===== src/rtl/mantissa_normalize_round.sv =====
// Renormalise and round-to-nearest-even the mantissa_add_sub result; one transaction in flight, valid/ready on both sides.
// Define MANTISSA_NORM_LZC_EN for a single-cycle leading-zero shift; otherwise left shifts are bit-serial.
module mantissa_normalize_round #(
  parameter int MANTISSA_WIDTH = 23,
  parameter int EXPONENT_WIDTH = 8
) (
  input  logic                        clk,
  input  logic                        arst_n,
  input  logic                        in_valid,
  output logic                        in_ready,
  input  logic [MANTISSA_WIDTH+3:0]   in_mantissa,
  input  logic                        in_carry,
  input  logic [EXPONENT_WIDTH-1:0]   in_exponent,
  input  logic                        in_sign,
  output logic                        out_valid,
  input  logic                        out_ready,
  output logic [MANTISSA_WIDTH-1:0]   out_mantissa,
  output logic [EXPONENT_WIDTH-1:0]   out_exponent,
  output logic                        out_sign,
  output logic                        out_zero,
  output logic                        out_inexact,
  output logic                        out_underflow,
  output logic                        out_overflow
);

  localparam int MW  = MANTISSA_WIDTH;
  localparam int EW  = EXPONENT_WIDTH;
  localparam int WW  = MW + 5;
  localparam int EXW = EW + 1;
  localparam int HB  = MW + 3;

  typedef enum logic [1:0] {IDLE, NORM, ROUND, DONE} state_t;

  state_t          r_state, w_state_nxt;
  logic [WW-1:0]   r_w, w_w_nxt;
  logic [EXW-1:0]  r_e, w_e_nxt;
  logic            r_s, w_s_nxt;
  logic [MW-1:0]   r_mant, w_mant_nxt;
  logic [EW-1:0]   r_exp, w_exp_nxt;
  logic            r_zero, w_zero_nxt;
  logic            r_inexact, w_inexact_nxt;
  logic            r_underflow, w_underflow_nxt;
  logic            r_overflow, w_overflow_nxt;

  logic            w_inc;
  logic [MW+1:0]   w_sum;
  logic [MW:0]     w_m;
  logic [EXW-1:0]  w_e_rnd;
  logic            w_rnd_inexact;
  logic [EW-1:0]   w_exp_enc;
  logic            w_ovf;

  // Nearest-even: round up above half, or at exactly half when the kept LSB is odd.
  assign w_inc         = r_w[2] & (r_w[1] | r_w[0] | r_w[3]);
  assign w_sum         = {1'b0, r_w[HB:3]} + (MW+2)'(w_inc);
  assign w_m           = w_sum[MW+1] ? w_sum[MW+1:1] : w_sum[MW:0];
  assign w_e_rnd       = r_e + EXW'(w_sum[MW+1]);
  assign w_rnd_inexact = |r_w[2:0];
  assign w_exp_enc     = w_m[MW] ? w_e_rnd[EW-1:0] : '0;
  assign w_ovf         = (w_e_rnd >= {1'b0, {EW{1'b1}}});

`ifdef MANTISSA_NORM_LZC_EN
  logic [EXW-1:0]  w_lzc;
  logic [EXW-1:0]  w_emax1;
  logic [EXW-1:0]  w_shamt;

  always_comb begin
    w_lzc = '0;
    for (int i = 0; i <= HB; i++) begin
      if (r_w[i]) w_lzc = EXW'(HB - i);
    end
  end

  // Never shift the exponent below 1; the remainder stays denormal.
  assign w_emax1 = r_e - EXW'(1);
  assign w_shamt = (w_lzc < w_emax1) ? w_lzc : w_emax1;
`endif

  always_comb begin
    w_state_nxt     = r_state;
    w_w_nxt         = r_w;
    w_e_nxt         = r_e;
    w_s_nxt         = r_s;
    w_mant_nxt      = r_mant;
    w_exp_nxt       = r_exp;
    w_zero_nxt      = r_zero;
    w_inexact_nxt   = r_inexact;
    w_underflow_nxt = r_underflow;
    w_overflow_nxt  = r_overflow;
    case (r_state)
      IDLE: begin
        if (in_valid) begin
          w_w_nxt = {in_carry, in_mantissa};
          w_e_nxt = (in_exponent == '0) ? EXW'(1) : {1'b0, in_exponent};
          w_s_nxt = in_sign;
          if ({in_carry, in_mantissa} == '0) begin
            w_state_nxt     = DONE;
            w_mant_nxt      = '0;
            w_exp_nxt       = '0;
            w_zero_nxt      = 1'b1;
            w_inexact_nxt   = 1'b0;
            w_underflow_nxt = 1'b0;
            w_overflow_nxt  = 1'b0;
          end else begin
            w_state_nxt = NORM;
          end
        end
      end
      NORM: begin
        if (r_w[WW-1]) begin
          w_w_nxt     = {1'b0, r_w[WW-1:2], r_w[1] | r_w[0]};
          w_e_nxt     = r_e + EXW'(1);
          w_state_nxt = ROUND;
        end
`ifdef MANTISSA_NORM_LZC_EN
        else begin
          w_w_nxt     = r_w << w_shamt;
          w_e_nxt     = r_e - w_shamt;
          w_state_nxt = ROUND;
        end
`else
        else if (r_w[HB]) begin
          w_state_nxt = ROUND;
        end else if (r_e == EXW'(1)) begin
          w_state_nxt = ROUND;
        end else begin
          w_w_nxt = r_w << 1;
          w_e_nxt = r_e - EXW'(1);
        end
`endif
      end
      ROUND: begin
        w_e_nxt     = w_e_rnd;
        w_zero_nxt  = 1'b0;
        w_state_nxt = DONE;
        if (w_ovf) begin
          w_mant_nxt      = '0;
          w_exp_nxt       = '1;
          w_inexact_nxt   = 1'b1;
          w_underflow_nxt = 1'b0;
          w_overflow_nxt  = 1'b1;
        end else begin
          w_mant_nxt      = w_m[MW-1:0];
          w_exp_nxt       = w_exp_enc;
          w_inexact_nxt   = w_rnd_inexact;
          w_underflow_nxt = (w_exp_enc == '0) & (w_m != '0) & w_rnd_inexact;
          w_overflow_nxt  = 1'b0;
        end
      end
      DONE: begin
        if (out_ready) w_state_nxt = IDLE;
      end
      default: w_state_nxt = IDLE;
    endcase
  end

  always_ff @(posedge clk) begin
    if (!arst_n) begin
      r_state     <= IDLE;
      r_w         <= '0;
      r_e         <= '0;
      r_s         <= 1'b0;
      r_mant      <= '0;
      r_exp       <= '0;
      r_zero      <= 1'b0;
      r_inexact   <= 1'b0;
      r_underflow <= 1'b0;
      r_overflow  <= 1'b0;
    end else begin
      r_state     <= w_state_nxt;
      r_w         <= w_w_nxt;
      r_e         <= w_e_nxt;
      r_s         <= w_s_nxt;
      r_mant      <= w_mant_nxt;
      r_exp       <= w_exp_nxt;
      r_zero      <= w_zero_nxt;
      r_inexact   <= w_inexact_nxt;
      r_underflow <= w_underflow_nxt;
      r_overflow  <= w_overflow_nxt;
    end
  end

  assign in_ready      = (r_state == IDLE);
  assign out_valid     = (r_state == DONE);
  assign out_mantissa  = r_mant;
  assign out_exponent  = r_exp;
  assign out_sign      = r_s;
  assign out_zero      = r_zero;
  assign out_inexact   = r_inexact;
  assign out_underflow = r_underflow;
  assign out_overflow  = r_overflow;

endmodule


===== config.mk =====
export PLATFORM = sky130hd
export DESIGN_NAME = mantissa_normalize_round
export DESIGN_NICKNAME = d
export VERILOG_FILES = /design/src/rtl/mantissa_normalize_round.sv
export SDC_FILE = /design/constraint.sdc
export NUM_CORES = 1
export LEC_CHECK = 0
export ABC_AREA = 0
export CORE_MARGIN = 10
export CORE_UTILIZATION = 45
export DETAILED_ROUTE_END_ITERATION = 10
export GPL_ROUTABILITY_DRIVEN = 0
export MAX_ROUTING_LAYER = met4
export PLACE_DENSITY_LB_ADDON = 0.1
export SYNTH_ARGS = -nofsm -noshare
export SYNTH_HDL_FRONTEND = slang
export SYNTH_SLANG_ARGS = --single-unit

===== constraint.sdc =====
create_clock -name clk -period 7.6 [get_ports clk]
set_clock_uncertainty 0.05 [all_clocks]
set_input_delay 1.14 -clock clk [delete_from_list [all_inputs] [get_ports clk]]
set_output_delay 1.14 -clock clk [all_outputs]
set_load 0.02 [all_outputs]

==> impl_results.md, run 1 <==
* Status: completed
* Diode count at 0
* Total Neg Setup Slack at 0 ps
* Setup violators final at 0
* Simple-Gate Fraction of Synth Area at 0.295
* Initial Util at 0.461
* H-tree lvl count at 3
* Pre-CTS setup slack at 3200 ps
* CTS tree: built
* First-pass GRT wire length at 23.6 mm
* Mux cell area share after synthesis at 0.00876
* Commonest non-fill, non-tap cell in the layout: nor2_1
* DIE AREA at 0.0157 mm^2
* Syn nets at 708
* Endpoint class of the critical path: register
* Crit share post-route at 0.583
* Final WS setup at 3170 ps
* Hold Vio Cnt, Final at 0
* Max VDD drop at 342 uV
* FF+latch area at 0.00150 mm^2
* Total CTS buffers at 9
* Synth cell types at 69
* Synth async-reset ratio at 0
* DP Area at 0.00572 mm^2
* Post-synth EDFFs at 0
* FP Rows at 38
* Via count at 4,857
* Post-CTS setup buffers at 0
* FILL cells at 1,044
* Compound-cell area share of the yosys netlist at 0.236
* Mapped cell area at 0.00500 mm^2
* CTS Buffer Depth at 2
* Crit start category: register
* Max incr delay on CP at 500 ps
* IO Port Bufs at 78
* Sink Count at 75
* Maximum clock frequency at 0.226 GHz
* CTS root buffer: clkbuf_8
* Relative slew slack at 0.302
* Max Slew Vio Count at 0
* Skew-Pair Late Insertion Delay at 360 ps
* Ports at 79
* Inst Count DP at 821
* #FFs+latches synth at 75
* Worst-margin pin slew at 1050 ps
* Post-Syn Instances at 657
* Max Cap Viol at 0
* All-layer global routing usage at 0.180
* Vias in the first global route at 4,593
* Non-Filler Instances at 836
* Pwr Density at 382 mW/mm^2
* Yosys Warn Count at 0
* Synth top area cells: dfxtp_1 30%, nor2_1 7.0%, a21oi_1 6.2%
* Post-cts gate resize count at 0
* Die width at 125 um
* Utilization after layout at 0.551
* Commonest non-fill, non-tap cells in the layout: 93 x nor2_1, 78 x clkdlybuf4s50_1, 75 x dfxtp_1
* Largest family of logic cells by synthesized area: simple AND/OR/NAND/NOR gates
* DRC at 0
* Total grt overflow at 0
* Nets at 743
* Detail Route Antenna Nets at 0
* Worst path arrival time at 4630 ps
* Post-synthesis xor/xnor area fraction at 0.0665
* Pre-antenna DRT Iters at 5
* CP Class: reg2reg
* Layout cell share with drive strength beyond 1 at 0.0733
* Largest net degree at the start of global routing at 66
* Crit path top cell by count: ha_1
* Routed len/inst at 17.5 um
* Initial antenna violation count at 0
* RSZ-0062 raised after global routing: false
* Total design power at 2.28 mW
* Class of the worst hold path: reg2reg
* Vias per cell at 5.81
* Fin crit period at 4430 ps
* Core area at 0.0108 mm^2
* Final wirelength at 14.6 mm
* Top FF cell, synth: dfxtp_1
* Post-DP HPWL at 10.8 mm
* Multi-input gate area at 0.00316 mm^2
* Crit-path slowest cell: and4_1
* LEAKAGE at 2.09 nW
* Syn Area/Cell at 7.61 um^2
* CP max FO at 14
* Critical Path RT at 7800 ps
* Cts hold-fix bufs at 0
* Final Cell Area at 0.00597 mm^2
* Final hold slack at 403 ps
* Biggest area consumer among synthesized cells: dfxtp_1
* Register area share after synthesis at 0.300
* Worst-path clk slew at 70 ps
* Syn-to-layout area delta at 19.4%
* Crit-path cells: and2_1 > ha_1 > nand3_1 > nor3_2 > and4_1 > ha_1 > ha_1 > nand3_2 > nor3_1 > xnor2_1 > o41ai_4 > nor2_2 > a32oi_1 > a311oi_1
* Die H at 125 um
* Adder-Cell Fraction of Synth Area at 0.0250
* Starting DRT DRC Count at 457
* Synth top area share at 0.300
power by group:
group          total [mW]  switching, mW  leakage, nW  internal (mW)
Sequential          0.710          0.217        0.612          0.493
Clock               0.388          0.153        0.122          0.234
Combinational        1.18          0.695         1.36          0.485
worst max-delay path: cells and delay by family, from the launching register on:
family                   cells  cell delay [ps]
flip-flops                   1              470
AO/OA/AOI/OAI                3              650
XOR/XNOR                     1              230
AND/OR/NAND/NOR              7             2150
adder cells (fa/ha/maj)      3              760
final timing paths:
check                                       from                to  slack [ps]  depth (start not counted)
worst max-delay path                      r_w[2]     out_underflow        3170                         14
worst min-delay path            out_mantissa[14]  out_mantissa[14]         400                          2
worst max register to register            r_w[2]     out_underflow        3170                         14
worst min register to register  out_mantissa[14]  out_mantissa[14]         400                          2
routing by layer:
layer  part of all wire  track usage
met2               0.44        0.266
met4              0.011       0.0454
met1               0.48        0.244
met5                  0            -
met3              0.069       0.0359
state kept, by name, summed over array words and instances, names as in the netlist:
name	flops
out_underflow	1
r_state	2
out_zero	1
r_e	9
out_mantissa	23
r_w	28
out_overflow	1
out_sign	1
out_inexact	1
out_exponent	8
Yosys cell counts, types with 17 or more instances:
| cell | count |
|---|---|
| nor2_1 | 93 |
| dfxtp_1 | 75 |
| a21oi_1 | 62 |
| nand2_1 | 41 |
| nor3_1 | 37 |
| clkbuf_1 | 32 |
| a221oi_1 | 29 |
| xnor2_1 | 25 |
| nor2b_1 | 22 |
| buf_2 | 17 |
| inv_1 | 17 |
cells by family (layout without fill, tap and decap cells):
group	after synthesis	count (layout)
xor gates and xnor gates	38	38
and+or+nand+nor	286	286
adders and majority gates	10	10
DFF	75	75
muxes	3	3
AOI/OAI and AO/OA	168	168
buffers and inverters	77	116
area by class of cell:
| type | count | area share |
|---|---|---|
| multi-input cells | 505 | 0.528 |
| flip-flops and latches | 75 | 0.251 |
| well taps | 140 | 0.0293 |
| clock buffers | 11 | 0.0254 |
| repair buffers | 84 | 0.138 |
| inverters | 17 | 0.0107 |
| clock inverters | 4 | 0.0163 |
Note: power is estimated with default switching activity, not from simulation.
==> inputs of run 2 (changes only) <==
==> constraint.sdc (replaced) <==
create_clock -name clk -period 3.8 [get_ports clk]
set_clock_uncertainty 0.05 [all_clocks]
set_input_delay 0.57 -clock clk [delete_from_list [all_inputs] [get_ports clk]]
set_output_delay 0.57 -clock clk [all_outputs]
set_load 0.02 [all_outputs]
==> run 2 against run 1 <==
Effect of this change: cell count grew 3.6%; flip-flop and latch count is the same; sequential share of layout area shrank 0.99 points; design area grew 4.3%; critical path type unchanged.
==> impl_results.md, run 2 (same netlist as run 1, synthesis figures left out) <==
* Status: completed (unchanged)
* Die H at 125 um (unchanged)
* Commonest non-fill, non-tap cell in the layout: nor2_1 (unchanged)
* Worst-margin pin slew at 861 ps (was 1050 ps)
* Ports at 79 (unchanged)
* Class of the worst hold path: reg2reg (unchanged)
* Total grt overflow at 0 (unchanged)
* Critical Path RT at 4010 ps (was 7800 ps)
* Fin crit period at 3550 ps (was 4430 ps)
* FP Rows at 38 (unchanged)
* Hold Vio Cnt, Final at 0 (unchanged)
* Commonest non-fill, non-tap cells in the layout: 93 x nor2_1, 78 x clkdlybuf4s50_1, 73 x dfxtp_1 (was 93 x nor2_1, 78 x clkdlybuf4s50_1, 75 x dfxtp_1)
* Vias in the first global route at 4,732 (was 4,593)
* Worst path arrival time at 3760 ps (was 4630 ps)
* Vias per cell at 5.90 (was 5.81)
* CP Class: reg2reg (unchanged)
* Cts hold-fix bufs at 0 (unchanged)
* LEAKAGE at 2.24 nW (was 2.09 nW)
* Endpoint class of the critical path: register (unchanged)
* Total Neg Setup Slack at 0 ps (unchanged)
* Initial antenna violation count at 0 (unchanged)
* CTS root buffer: clkbuf_8 (unchanged)
* Detail Route Antenna Nets at 0 (unchanged)
* Pwr Density at 760 mW/mm^2 (was 382 mW/mm^2)
* Max Cap Viol at 0 (unchanged)
* Final WS setup at 249 ps (was 3170 ps)
* Final wirelength at 15.3 mm (was 14.6 mm)
* FF+latch area at 0.00150 mm^2 (about the same)
* Die width at 125 um (unchanged)
* Skew-Pair Late Insertion Delay at 360 ps (about the same)
* H-tree lvl count at 3 (unchanged)
* All-layer global routing usage at 0.189 (was 0.180)
* Post-DP HPWL at 11.5 mm (was 10.8 mm)
* Sink Count at 75 (unchanged)
* Final Cell Area at 0.00622 mm^2 (was 0.00597 mm^2)
* DIE AREA at 0.0157 mm^2 (unchanged)
* Pre-CTS setup slack at -1.22 ps (was 3200 ps)
* Routed len/inst at 17.7 um (was 17.5 um)
* Maximum clock frequency at 0.282 GHz (was 0.226 GHz)
* Multi-input gate area at 0.00317 mm^2 (was 0.00316 mm^2)
* Max Slew Vio Count at 0 (unchanged)
* Largest reg by FF count: r_w (unchanged)
* Crit start category: register (unchanged)
* Via count at 5,107 (was 4,857)
* Largest net degree at the start of global routing at 53 (was 66)
* IO Port Bufs at 78 (unchanged)
* Crit share post-route at 0.934 (was 0.583)
* Starting DRT DRC Count at 502 (was 457)
* DRC at 0 (unchanged)
* CP max FO at 9 (was 14)
* Nets at 772 (was 743)
* FILL cells at 1,088 (was 1,044)
* Worst-path clk slew at 80 ps (was 70 ps)
* Layout cell share with drive strength beyond 1 at 0.118 (was 0.0733)
* Pre-antenna DRT Iters at 6 (was 5)
* Total CTS buffers at 9 (unchanged)
* Syn-to-layout area delta at 24.5% (was 19.4%)
* CTS tree: built (unchanged)
* CTS Buffer Depth at 2 (unchanged)
* Number of flip-flops in the largest register at 28 (unchanged)
* Relative slew slack at 0.426 (was 0.302)
* Setup violators final at 0 (unchanged)
* Diode count at 0 (unchanged)
* First-pass GRT wire length at 24.6 mm (was 23.6 mm)
* Max VDD drop at 683 uV (was 342 uV)
* DP Area at 0.00590 mm^2 (was 0.00572 mm^2)
* RSZ-0062 raised after global routing: false (unchanged)
* Core area at 0.0108 mm^2 (unchanged)
* Initial Util at 0.461 (unchanged)
-- run 2: what timing repair did --
action / 4_1_cts / 5_1_grt
setup endpoints to repair: 1 / 34
pin swaps: 0 / 5
gates resized for setup: 1 / 6
setup buffers: 0 / 5
-- run 2: final cells by class --
cell class	count	area share
multi-input combinational	505	0.510
sequential	75	0.242
timing repair buffer	113	0.172
tap	140	0.0281
clock buffer	11	0.0227
clock inverter	5	0.0161
inverter	17	0.0103
-- run 2: report_power, final --
part / internal (mW) / switching, mW
Combinational: 1.10 / 1.61
Clock: 0.452 / 0.309
Sequential: 0.988 / 0.278
-- run 2: final timing paths --
kind	from	to	slack (ps)	cells past startpoint
max	r_w[2]	out_mantissa[11]	250	14
max reg2reg	r_w[2]	out_mantissa[11]	250	14
min reg2reg	out_mantissa[14]	out_mantissa[14]	410	2
min	out_mantissa[14]	out_mantissa[14]	410	2
-- run 2: worst max-delay path: stages, from the launching register on --
cell,delay (ps)
dfxtp_2,390
and2_1,140
ha_2,210
nand3_1,150
nor3_2,220
and4_1,250
ha_1,200
ha_2,240
xnor2_1,110
or3_1,420
o41ai_4,460
buf_12,170
nor4_4,40
buf_4,200
a22o_1,190
-- run 2: metal layers --
metal  GRT usage  vias up  share of wire
li1            -     2503              -
met2       0.281      199           0.44
met5           -        -              0
met3      0.0401       20          0.076
met1       0.250     2385           0.47
met4      0.0596        0          0.013
-- run 2: through the flow --
| step | cells | utilization | total power, mW | hold WS [ps] |
|---|---|---|---|---|
| after floorplan | 657 | - | 3.21 | 407 |
| after global placement | 845 | 0.544 | 3.86 | 393 |
| after detailed placement | 845 | 0.544 | 3.89 | 395 |
| after CTS | 861 | 0.567 | 4.66 | 406 |
| after global routing | 866 | 0.574 | 5.07 | 423 |
| final | 866 | 0.574 | 4.73 | 406 |
